<file path="config.mk">
export PLATFORM = sky130hd
export DESIGN_NAME = io_host_master
export DESIGN_NICKNAME = d
export VERILOG_FILES = /design/src/rtl/io_host_pkg.sv /design/src/rtl/io_host_master.sv
export SDC_FILE = /design/constraint.sdc
export NUM_CORES = 1
export LEC_CHECK = 0
export BUFFER_PORTS_ARGS = -buffer_cell sky130_fd_sc_hd__clkbuf_2
export CAP_MARGIN = 20
export CORE_AREA = 5 5 100 55
export DETAILED_ROUTE_END_ITERATION = 8
export DIE_AREA = 0 0 105 60
export HOLD_SLACK_MARGIN = 0.1
export PLACE_DENSITY_LB_ADDON = 0.05
export SLEW_MARGIN = 25
export SYNTH_ARGS = -nofsm -noshare
export SYNTH_HDL_FRONTEND = slang
export SYNTH_SLANG_ARGS = --single-unit
</file>
<file path="constraint.sdc">
create_clock -name clk -period 3.43 [get_ports clk]
set_clock_uncertainty 0.05 [all_clocks]
set_input_delay 0.686 -clock clk [delete_from_list [all_inputs] [get_ports clk]]
set_output_delay 0.686 -clock clk [all_outputs]
set_load 0.005 [all_outputs]
</file>
<file path="src/rtl/io_host_pkg.sv">
// ============================================================================
// Module      : io_host_pkg
// Description : Shared register map and state encodings for io_host_master.
// Revision    : 1.0 - initial release
// ============================================================================
`default_nettype none

package io_host_pkg;

    localparam logic [1:0] ADDR_DATA_IN  = 2'd0;
    localparam logic [1:0] ADDR_DATA_OUT = 2'd1;
    localparam logic [1:0] ADDR_CONTROL  = 2'd2;
    localparam logic [1:0] ADDR_STATUS   = 2'd3;

    typedef enum logic [2:0] {
        ST_IDLE        = 3'd0,
        ST_WR          = 3'd1,
        ST_RD          = 3'd2,
        ST_RD_WAIT     = 3'd3,
        ST_RSP         = 3'd4,
        ST_IRQ_RD_STAT = 3'd5,
        ST_IRQ_RD_DATA = 3'd6
    } state_e;

    typedef enum logic [1:0] {
        SVC_NONE   = 2'd0,
        SVC_STATUS = 2'd1,
        SVC_DATA   = 2'd2
    } svc_phase_e;

endpackage

`default_nettype wire

</file>
<file path="src/rtl/io_host_master.sv">
// ============================================================================
// Module      : io_host_master
// Description : Command/response bridge onto the IO_Handler register port,
//               with autonomous STATUS-then-DATA_IN interrupt service.
// Revision    : 1.0 - initial release
// ============================================================================
`default_nettype none

module io_host_master
    import io_host_pkg::*;
#(
    parameter int WIDTH  = 4,
    parameter int RD_LAT = 1
) (
    input  logic             clk,
    input  logic             reset,
    input  logic             cmd_valid,
    output logic             cmd_ready,
    input  logic             cmd_write,
    input  logic [1:0]       cmd_addr,
    input  logic [WIDTH-1:0] cmd_wdata,
    output logic             rsp_valid,
    input  logic             rsp_ready,
    output logic [WIDTH-1:0] rsp_data,
    output logic [1:0]       rsp_addr,
    output logic             rsp_irq,
    input  logic             irq_auto_en,
    output logic [1:0]       io_addr,
    output logic             io_write,
    output logic             io_read,
    output logic [WIDTH-1:0] io_wdata,
    input  logic [WIDTH-1:0] io_rdata,
    input  logic             io_irq,
    output logic             busy,
    output logic [7:0]       irq_miss_cnt
);

    localparam logic [1:0] LAST_CNT = 2'(RD_LAT - 1);

    state_e           state_q, state_d;
    svc_phase_e       svc_q, svc_d;
    logic [1:0]       addr_q, addr_d;
    logic [WIDTH-1:0] wdata_q, wdata_d;
    logic [1:0]       cnt_q, cnt_d;
    logic [WIDTH-1:0] rsp_data_q, rsp_data_d;
    logic [1:0]       rsp_addr_q, rsp_addr_d;
    logic             rsp_irq_q, rsp_irq_d;
    logic             irq_q;
    logic             irq_pending_q, irq_pending_d;
    logic [7:0]       miss_q, miss_d;
    logic             svc_take;
    logic             irq_accept;

    // An edge that arrives while one is still pending is lost, even if the
    // pending one is being taken into service in the same cycle.
    always_comb begin
        irq_accept    = io_irq && !irq_q && irq_auto_en;
        irq_pending_d = svc_take ? 1'b0 : (irq_pending_q || irq_accept);
        miss_d        = miss_q;
        if (irq_accept && irq_pending_q && (miss_q != 8'hFF)) begin
            miss_d = miss_q + 8'd1;
        end
    end

    always_comb begin
        state_d    = state_q;
        svc_d      = svc_q;
        addr_d     = addr_q;
        wdata_d    = wdata_q;
        cnt_d      = cnt_q;
        rsp_data_d = rsp_data_q;
        rsp_addr_d = rsp_addr_q;
        rsp_irq_d  = rsp_irq_q;
        svc_take   = 1'b0;
        cmd_ready  = 1'b0;
        io_write   = 1'b0;
        io_read    = 1'b0;
        io_addr    = '0;
        io_wdata   = '0;
        case (state_q)
            ST_IDLE: begin
                cmd_ready = !irq_pending_q && !reset;
                if (irq_pending_q) begin
                    svc_take = 1'b1;
                    svc_d    = SVC_STATUS;
                    addr_d   = ADDR_STATUS;
                    state_d  = ST_IRQ_RD_STAT;
                end else if (cmd_valid && cmd_ready) begin
                    svc_d   = SVC_NONE;
                    addr_d  = cmd_addr;
                    wdata_d = cmd_wdata;
                    state_d = cmd_write ? ST_WR : ST_RD;
                end
            end
            ST_WR: begin
                io_write = 1'b1;
                io_addr  = addr_q;
                io_wdata = wdata_q;
                state_d  = ST_IDLE;
            end
            ST_RD, ST_IRQ_RD_STAT, ST_IRQ_RD_DATA: begin
                io_read = 1'b1;
                io_addr = addr_q;
                cnt_d   = 2'd0;
                state_d = ST_RD_WAIT;
            end
            ST_RD_WAIT: begin
                if (cnt_q == LAST_CNT) begin
                    rsp_data_d = io_rdata;
                    rsp_addr_d = addr_q;
                    rsp_irq_d  = (svc_q != SVC_NONE);
                    state_d    = ST_RSP;
                end else begin
                    cnt_d = cnt_q + 2'd1;
                end
            end
            ST_RSP: begin
                if (rsp_ready) begin
                    if (svc_q == SVC_STATUS) begin
                        svc_d   = SVC_DATA;
                        addr_d  = ADDR_DATA_IN;
                        state_d = ST_IRQ_RD_DATA;
                    end else begin
                        state_d = ST_IDLE;
                    end
                end
            end
            default: state_d = ST_IDLE;
        endcase
    end

    always_ff @(posedge clk or posedge reset) begin
        if (reset) begin
            state_q       <= ST_IDLE;
            svc_q         <= SVC_NONE;
            addr_q        <= '0;
            wdata_q       <= '0;
            cnt_q         <= '0;
            rsp_data_q    <= '0;
            rsp_addr_q    <= '0;
            rsp_irq_q     <= 1'b0;
            irq_q         <= 1'b0;
            irq_pending_q <= 1'b0;
            miss_q        <= '0;
        end else begin
            state_q       <= state_d;
            svc_q         <= svc_d;
            addr_q        <= addr_d;
            wdata_q       <= wdata_d;
            cnt_q         <= cnt_d;
            rsp_data_q    <= rsp_data_d;
            rsp_addr_q    <= rsp_addr_d;
            rsp_irq_q     <= rsp_irq_d;
            irq_q         <= io_irq;
            irq_pending_q <= irq_pending_d;
            miss_q        <= miss_d;
        end
    end

    assign rsp_valid    = (state_q == ST_RSP);
    assign rsp_data     = rsp_data_q;
    assign rsp_addr     = rsp_addr_q;
    assign rsp_irq      = rsp_irq_q;
    assign busy         = (state_q != ST_IDLE);
    assign irq_miss_cnt = miss_q;

endmodule

`default_nettype wire
</file>
==> impl_metrics.py, run 1 <==
metrics = {
    "yosys": {
        "ys_seq_area_share_pct": 49.1,
        "synth-main-ff-cell": "dfrtp_1",
        "synth_top_area_cell": "dfrtp_1",
        "synth.net_count": 161,
        "synth-compound-area-share_pct": 14.1,
        "netlist_top_cells_count": "30 x dfrtp_1, 11 x mux2_2, 9 x nor2_1",
        "synth_mux_area_share_pct": 9.08,
        "ys_types": 43,
        "ys_top_cells_by_area": "dfrtp_1 49%, mux2_2 8.1%, a21oi_1 2.6%",
        "netlist_area_um2": 1530,
        "ys_ff_latch": 30,
        "yosysMostFrequentCell": "dfrtp_1",
        "synth_top_area_share_pct": 49.1,
        "synthCells": 142,
        "yosysWarningCount": 0,
        "syn_avg_cell_area_um2": 10.8,
        "synth_xor_area_share_pct": 2.29,
        "synthAdderAreaFrac_pct": 1.64,
        "synthSimpleGateAreaFrac_pct": 19.1,
        "synth_edf_count": 0,
        "async_reset_ff_share_pct": 100,
        "synth_top_family_by_area": "simple AND/OR/NAND/NOR gates",
    },
    "placed_design": {
        "post-place-ws_ps": 1290,
        "place.gp.congestion": 0.801,
        "hpwl_um": 2600,
        "dp_cells": 239,
        "numPortBuffers": 42,
    },
    "final_layout": {
        "diodes": 0,
        "syn2layout_area_growth_pct": 23.9,
        "final_layout_size_suffix_gt1_share_pct": 38.0,
        "layout.cells.non_filler": 247,
        "finalNetCount": 205,
        "fillers": 454,
    },
    "route": {
        "drc_errors": 0,
        "drtPass1Iterations": 4,
        "post_drt_via_cell_ratio": 4.92,
        "drt_iter0_markers": 43,
        "num_vias": 1215,
        "antenna_left": 0,
        "routedWlPerCell_um": 14.1,
        "drt_wl_total_um": 3490,
    },
    "worst_hold_path": {
        "hold_path_end": "rsp_irq$_DFFE_PP0P_",
        "hp-start": "rsp_irq$_DFFE_PP0P_",
        "hold_class": "register to register",
        "hold_depth": 2,
    },
    "critical_path": {
        "cp_max_fo": 19,
        "r2r_cells": 4,
        "worstSetupPathType": "register to primary output",
        "end_kind": "primary output",
        "r2r_slack_ps": 1610,
        "cp.required_ps": 2690,
        "cp-start-kind": "register",
        "r2r_start": "irq_pending_q$_DFF_PP0_",
        "worst_r2r_endpoint": "irq_miss_cnt[7]$_DFFE_PP0P_",
        "crit_arrival_ps": 1700,
    },
    "global_route": {
        "grt_pass1_vias": 1209,
        "overflow": 0,
        "track_usage_pct": 12.1,
        "grt_start_max_net_pins": 31,
        "grt_pass1_wl_um": 5860,
        "antenna_found_initial": 0,
    },
    "power": {
        "power.density_nw_per_um2": 807,
        "intPower_mw": 0.976,
        "combPwrFrac_pct": 35.1,
        "leakage_nw": 0.929,
        "clkPwrFrac_pct": 21.9,
        "p_sw_mw": 0.554,
        "ir_worst_vdd_uv": 281,
        "seqPwrFrac_pct": 43.0,
        "sw_frac_of_total_pct": 36.2,
    },
    "floorplanning": {
        "io_pins": 43,
        "core_um2": 4640,
        "num_rows": 18,
        "dieWidth_um": 105,
        "die_area_um2": 6300,
        "die_h_um": 60,
        "initial_core_util_pct": 33.0,
    },
    "timing": {
        "timing.fmax_mhz": 410,
        "hold_viol": 0,
        "fin_crit_ps": 2440,
        "report.final.slew_viol_count": 0,
        "rsz0062_at_grt": "no",
        "slew_headroom_pct": 59.7,
        "max_slew.worst_pin.slew_ps": 605,
        "period_share_pct": 71.1,
        "setup_tns_ps": 0,
        "setup_violations": 0,
        "finalWorstSetupSlack_ps": 990,
    },
    "clock_tree": {
        "htree_levels": 2,
        "cts_resized": 0,
        "cts_tree": "yes",
        "cts_root_buf": "clkbuf_8",
        "insertion_delay_ps": 270,
        "path_clk_slew_ps": 70,
        "ctsLongestPathBuffers": 2,
        "cts_sinks": 30,
        "cts_made_buffers": 5,
        "post_cts_buffers": 0,
        "ctsHoldBuffers": 0,
    },
    "run": {
        "drv_cap": 0,
    },
    "status": {
        "status": "finished clean",
    },
}
logic make-up (layout without fill, tap and decap cells):
family | Yosys count | in the layout
fa+ha+maj | 2 | 2
xor+xnor | 4 | 4
simple gates | 48 | 48
mux | 12 | 12
flops | 30 | 30
buf+inv | 15 | 60
compound gates | 31 | 31
critical path, stage by stage (launching register included):
cell and delay, ps:
dfrtp_1 600, nor2b_1 250, or2_2 310, and2_1 160, clkbuf_2 110
registers in the layout, indices dropped and copies added, names as in the netlist, 2 cells and up:
name,count
svc_q,2
state_q,3
addr_q,2
irq_miss_cnt,8
wdata_q,4
cnt_q,2
rsp_addr,2
rsp_data,4
cell type report:
class | instances | area (µm²) | share of cell area, %
clock buffer | 8 | 110 | 5.81
inverter | 9 | 33.8 | 1.78
multi-input combinational | 97 | 707 | 37.3
sequential | 30 | 751 | 39.6
tap | 60 | 75.1 | 3.96
timing repair buffer | 43 | 218 | 11.5
power by group through the flow:
stage | sequential (mW) | combinational (mW) | clock [mW]
floorplan | 0.571 | 0.435 | 0
global placement | 0.656 | 0.540 | 0
detailed placement | 0.663 | 0.546 | 0
CTS | 0.657 | 0.549 | 0.348
global route | 0.688 | 0.606 | 0.365
finish | 0.658 | 0.537 | 0.335
layer usage:
layer / up-vias / wire length (µm) / GRT usage [%]
li1: 599 / - / -
met2: 29 / 1390 / 16.2
met1: 585 / 1850 / 17.1
met5: - / 0 / 0
met3: 2 / 205 / 4.85
met4: 0 / 36 / 4.92
worst max path at each step:
| stage | endpoint | slack, ps | start | cells past startpoint |
|---|---|---|---|---|
| after floorplan | state_q[0]$_DFFE_PP0P_ | 1370 | reset | 4 |
| after global placement | io_addr[1] | 1320 | state_q[0]$_DFFE_PP0P_ | 4 |
| after detailed placement | io_addr[0] | 1290 | state_q[0]$_DFFE_PP0P_ | 4 |
| after CTS | io_addr[0] | 970 | state_q[0]$_DFFE_PP0P_ | 4 |
| after global routing | io_addr[1] | 870 | state_q[0]$_DFFE_PP0P_ | 4 |
| final | io_addr[0] | 990 | state_q[0]$_DFFE_PP0P_ | 4 |
stage by stage:
step	utilization [%]	area (µm²)	hold WS, ps	power (mW)
floorplan	-	1530	416	1.01
finish	40.8	1890	444	1.53
detailed placement	38.5	1780	424	1.21
global placement	38.5	1780	424	1.20
global route	40.8	1890	477	1.66
CTS	40.8	1890	440	1.55
placed cells by master (no fill, tap or decap), types with 4 or more instances in the layout:
master    netlist  layout
xnor2_1         4       4
and3_1          6       6
nor2_1          9       9
o21ai_0         5       5
mux2_2         11      11
dfrtp_1        30      30
clkbuf_8        0       8
clkbuf_2        0      42
a21oi_1         8       8
inv_1           8       8
nand2_1         8       8
Power figures use the tool's default switching activity.
==> inputs of run 2 (changes only) <==
clock period = 2.5 ns   (was 3.43 ns; I/O delays follow)
==> impl_metrics.py, run 2 (synthesis gave the netlist of run 1 again) <==
metrics = {
    "global_route": {
        "grt_start_max_net_pins": 31,
        "grt_pass1_vias": 1218,
        "use_met1_pct": 17.0,
        "overflow": 0,
        "track_usage_pct": 12.3,
        "grt.busiest_layer": "met2",
        "grt_pass1_wl_um": 6040,
        "grt_use_met2_pct": 17.2,
        "gr-usage-met3_pct": 4.85,
        "antenna_found_initial": 0,
    },
    "critical_path": {
        "end_kind": "primary output",
        "crit_arrival_ps": 1590,
        "cp-startpoint": "state_q[0]$_DFFE_PP0P_",
        "r2r_start": "irq_pending_q$_DFF_PP0_",
        "cp.required_ps": 1950,
        "r2r_cells": 4,
        "cpMaxStageDelayCell": "dfrtp_1",
        "worst_r2r_endpoint": "irq_miss_cnt[7]$_DFFE_PP0P_",
        "worstSetupPathType": "register to primary output",
        "crit_path_cell_trace": "nor2b_1 -> or2_2 -> and2_1 -> clkbuf_2",
        "crit_path_end": "io_addr[0]",
        "path_depth": 4,
        "cp_top_family": "simple AND/OR/NAND/NOR gates",
        "r2r_slack_ps": 730,
        "cp-start-kind": "register",
        "crit_buf_inv": 1,
        "max_stage_delay_ps": 530,
        "cp_max_fo": 12,
    },
    "clock_tree": {
        "cts_made_buffers": 5,
        "post_cts_buffers": 0,
        "path_clk_slew_ps": 70,
        "cts_sinks": 30,
        "cts_resized": 0,
        "ctsLongestPathBuffers": 2,
        "cts_root_buf": "clkbuf_8",
        "htree_levels": 2,
        "cts_tree": "yes",
        "ctsHoldBuffers": 0,
        "insertion_delay_ps": 270,
    },
    "timing": {
        "report.final.slew_viol_count": 0,
        "timing.fmax_mhz": 467,
        "max_slew.worst_pin.slew_ps": 431,
        "setup_tns_ps": 0,
        "rsz0062_at_grt": "no",
        "period_share_pct": 85.6,
        "setup_violations": 0,
        "fin_crit_ps": 2140,
        "slew_headroom_pct": 71.3,
        "hold_viol": 0,
    },
    "route": {
        "drt_iter0_markers": 36,
        "antenna_left": 0,
        "drtPass1Iterations": 4,
        "post_drt_via_cell_ratio": 5.01,
        "num_vias": 1242,
        "routedWlPerCell_um": 14.0,
        "drc_errors": 0,
        "drt_wl_total_um": 3480,
    },
    "power": {
        "power.density_nw_per_um2": 1090,
        "leakage_nw": 0.924,
        "ir_worst_vdd_uv": 503,
    },
    "final_layout": {
        "layout_commonest_cell": "clkbuf_2",
        "diodes": 0,
        "finalNetCount": 206,
        "layout_common_cells": "42 x clkbuf_2, 30 x dfrtp_1, 11 x mux2_2, 9 x nor2_1",
        "syn2layout_area_growth_pct": 23.2,
        "largest_register_ffs": 8,
        "stdcell_area_um2": 1880,
        "fillers": 465,
        "final_layout_size_suffix_gt1_share_pct": 37.8,
    },
    "placed_design": {
        "place.gp.congestion": 0.883,
        "hpwl_um": 2630,
        "dpl_cell_area_um2": 1790,
        "numPortBuffers": 42,
    },
    "status": {
        "status": "finished clean",
    },
    "floorplanning": {
        "die_h_um": 60,
        "io_pins": 43,
        "core_um2": 4640,
        "num_rows": 18,
        "initial_core_util_pct": 33.0,
        "dieWidth_um": 105,
        "die_area_um2": 6300,
    },
    "worst_hold_path": {
        "hold_class": "primary input to asynchronous set/reset pin",
    },
    "run": {
        "drv_cap": 0,
    },
}
[run 2: cell types whose count changed in the layout (fill, tap and decap cells not counted)]
cell,delta
buf_4,+1
clkbuf_1,+1
clkbuf_8,-2
clkinv_2,+1
[run 2: per-stage QoR]
| stage | util [%] | instances | hold WS, ps | setup WS, ps | power [mW] |
|---|---|---|---|---|---|
| 3_3_place_gp | 38.6 | 240 | 418 | 671 | 1.66 |
| 2_1_floorplan | - | 142 | 416 | 624 | 1.38 |
| 6_report | 40.6 | 248 | 299 | 360 | 2.06 |
| 4_1_cts | 40.6 | 248 | 303 | 335 | 2.09 |
| 5_1_grt | 40.6 | 248 | 301 | 246 | 2.24 |
| 3_5_place_dp | 38.6 | 240 | 436 | 651 | 1.67 |
[run 2: cell type report]
type                       instances  area, µm²  area share (%)
sequential                        30        751            39.9
multi-input combinational         97        707            37.5
timing repair buffer              44        225            12.0
clock buffer                       7       86.3            4.58
tap                               60       75.1            3.99
inverter                           9       33.8            1.79
clock inverter                     1       5.00           0.266
[run 2: where the power goes]
group,internal (mW),switching (mW),leakage (nW)
clock network,0.222,0.179,0.0482
registers,0.666,0.212,0.378
logic,0.404,0.373,0.498
[run 2: worst register-to-register path: cells and delay by family (launching register included)]
family	cells	cell delay [ps]
muxes	1	300
and+or+nand+nor	3	730
DFF	1	580
[run 2: layer usage]
metal / vias up / routed length (µm)
met5: - / 0
met4: 0 / 33
met3: 4 / 226
met2: 39 / 1430
met1: 601 / 1790
li1: 598 / -
[run 2: how the worst min path moves through the flow]
stage               slack, ps             startpoint                          end
CTS                       300                 io_irq              irq_q$_DFF_PP0_
global route              300                 io_irq              irq_q$_DFF_PP0_
finish                    300                  reset  irq_miss_cnt[5]$_DFFE_PP0P_
floorplan                 420  addr_q[0]$_DFFE_PP0P_        addr_q[0]$_DFFE_PP0P_
detailed placement        440    rsp_irq$_DFFE_PP0P_          rsp_irq$_DFFE_PP0P_
global placement          420    rsp_irq$_DFFE_PP0P_          rsp_irq$_DFFE_PP0P_
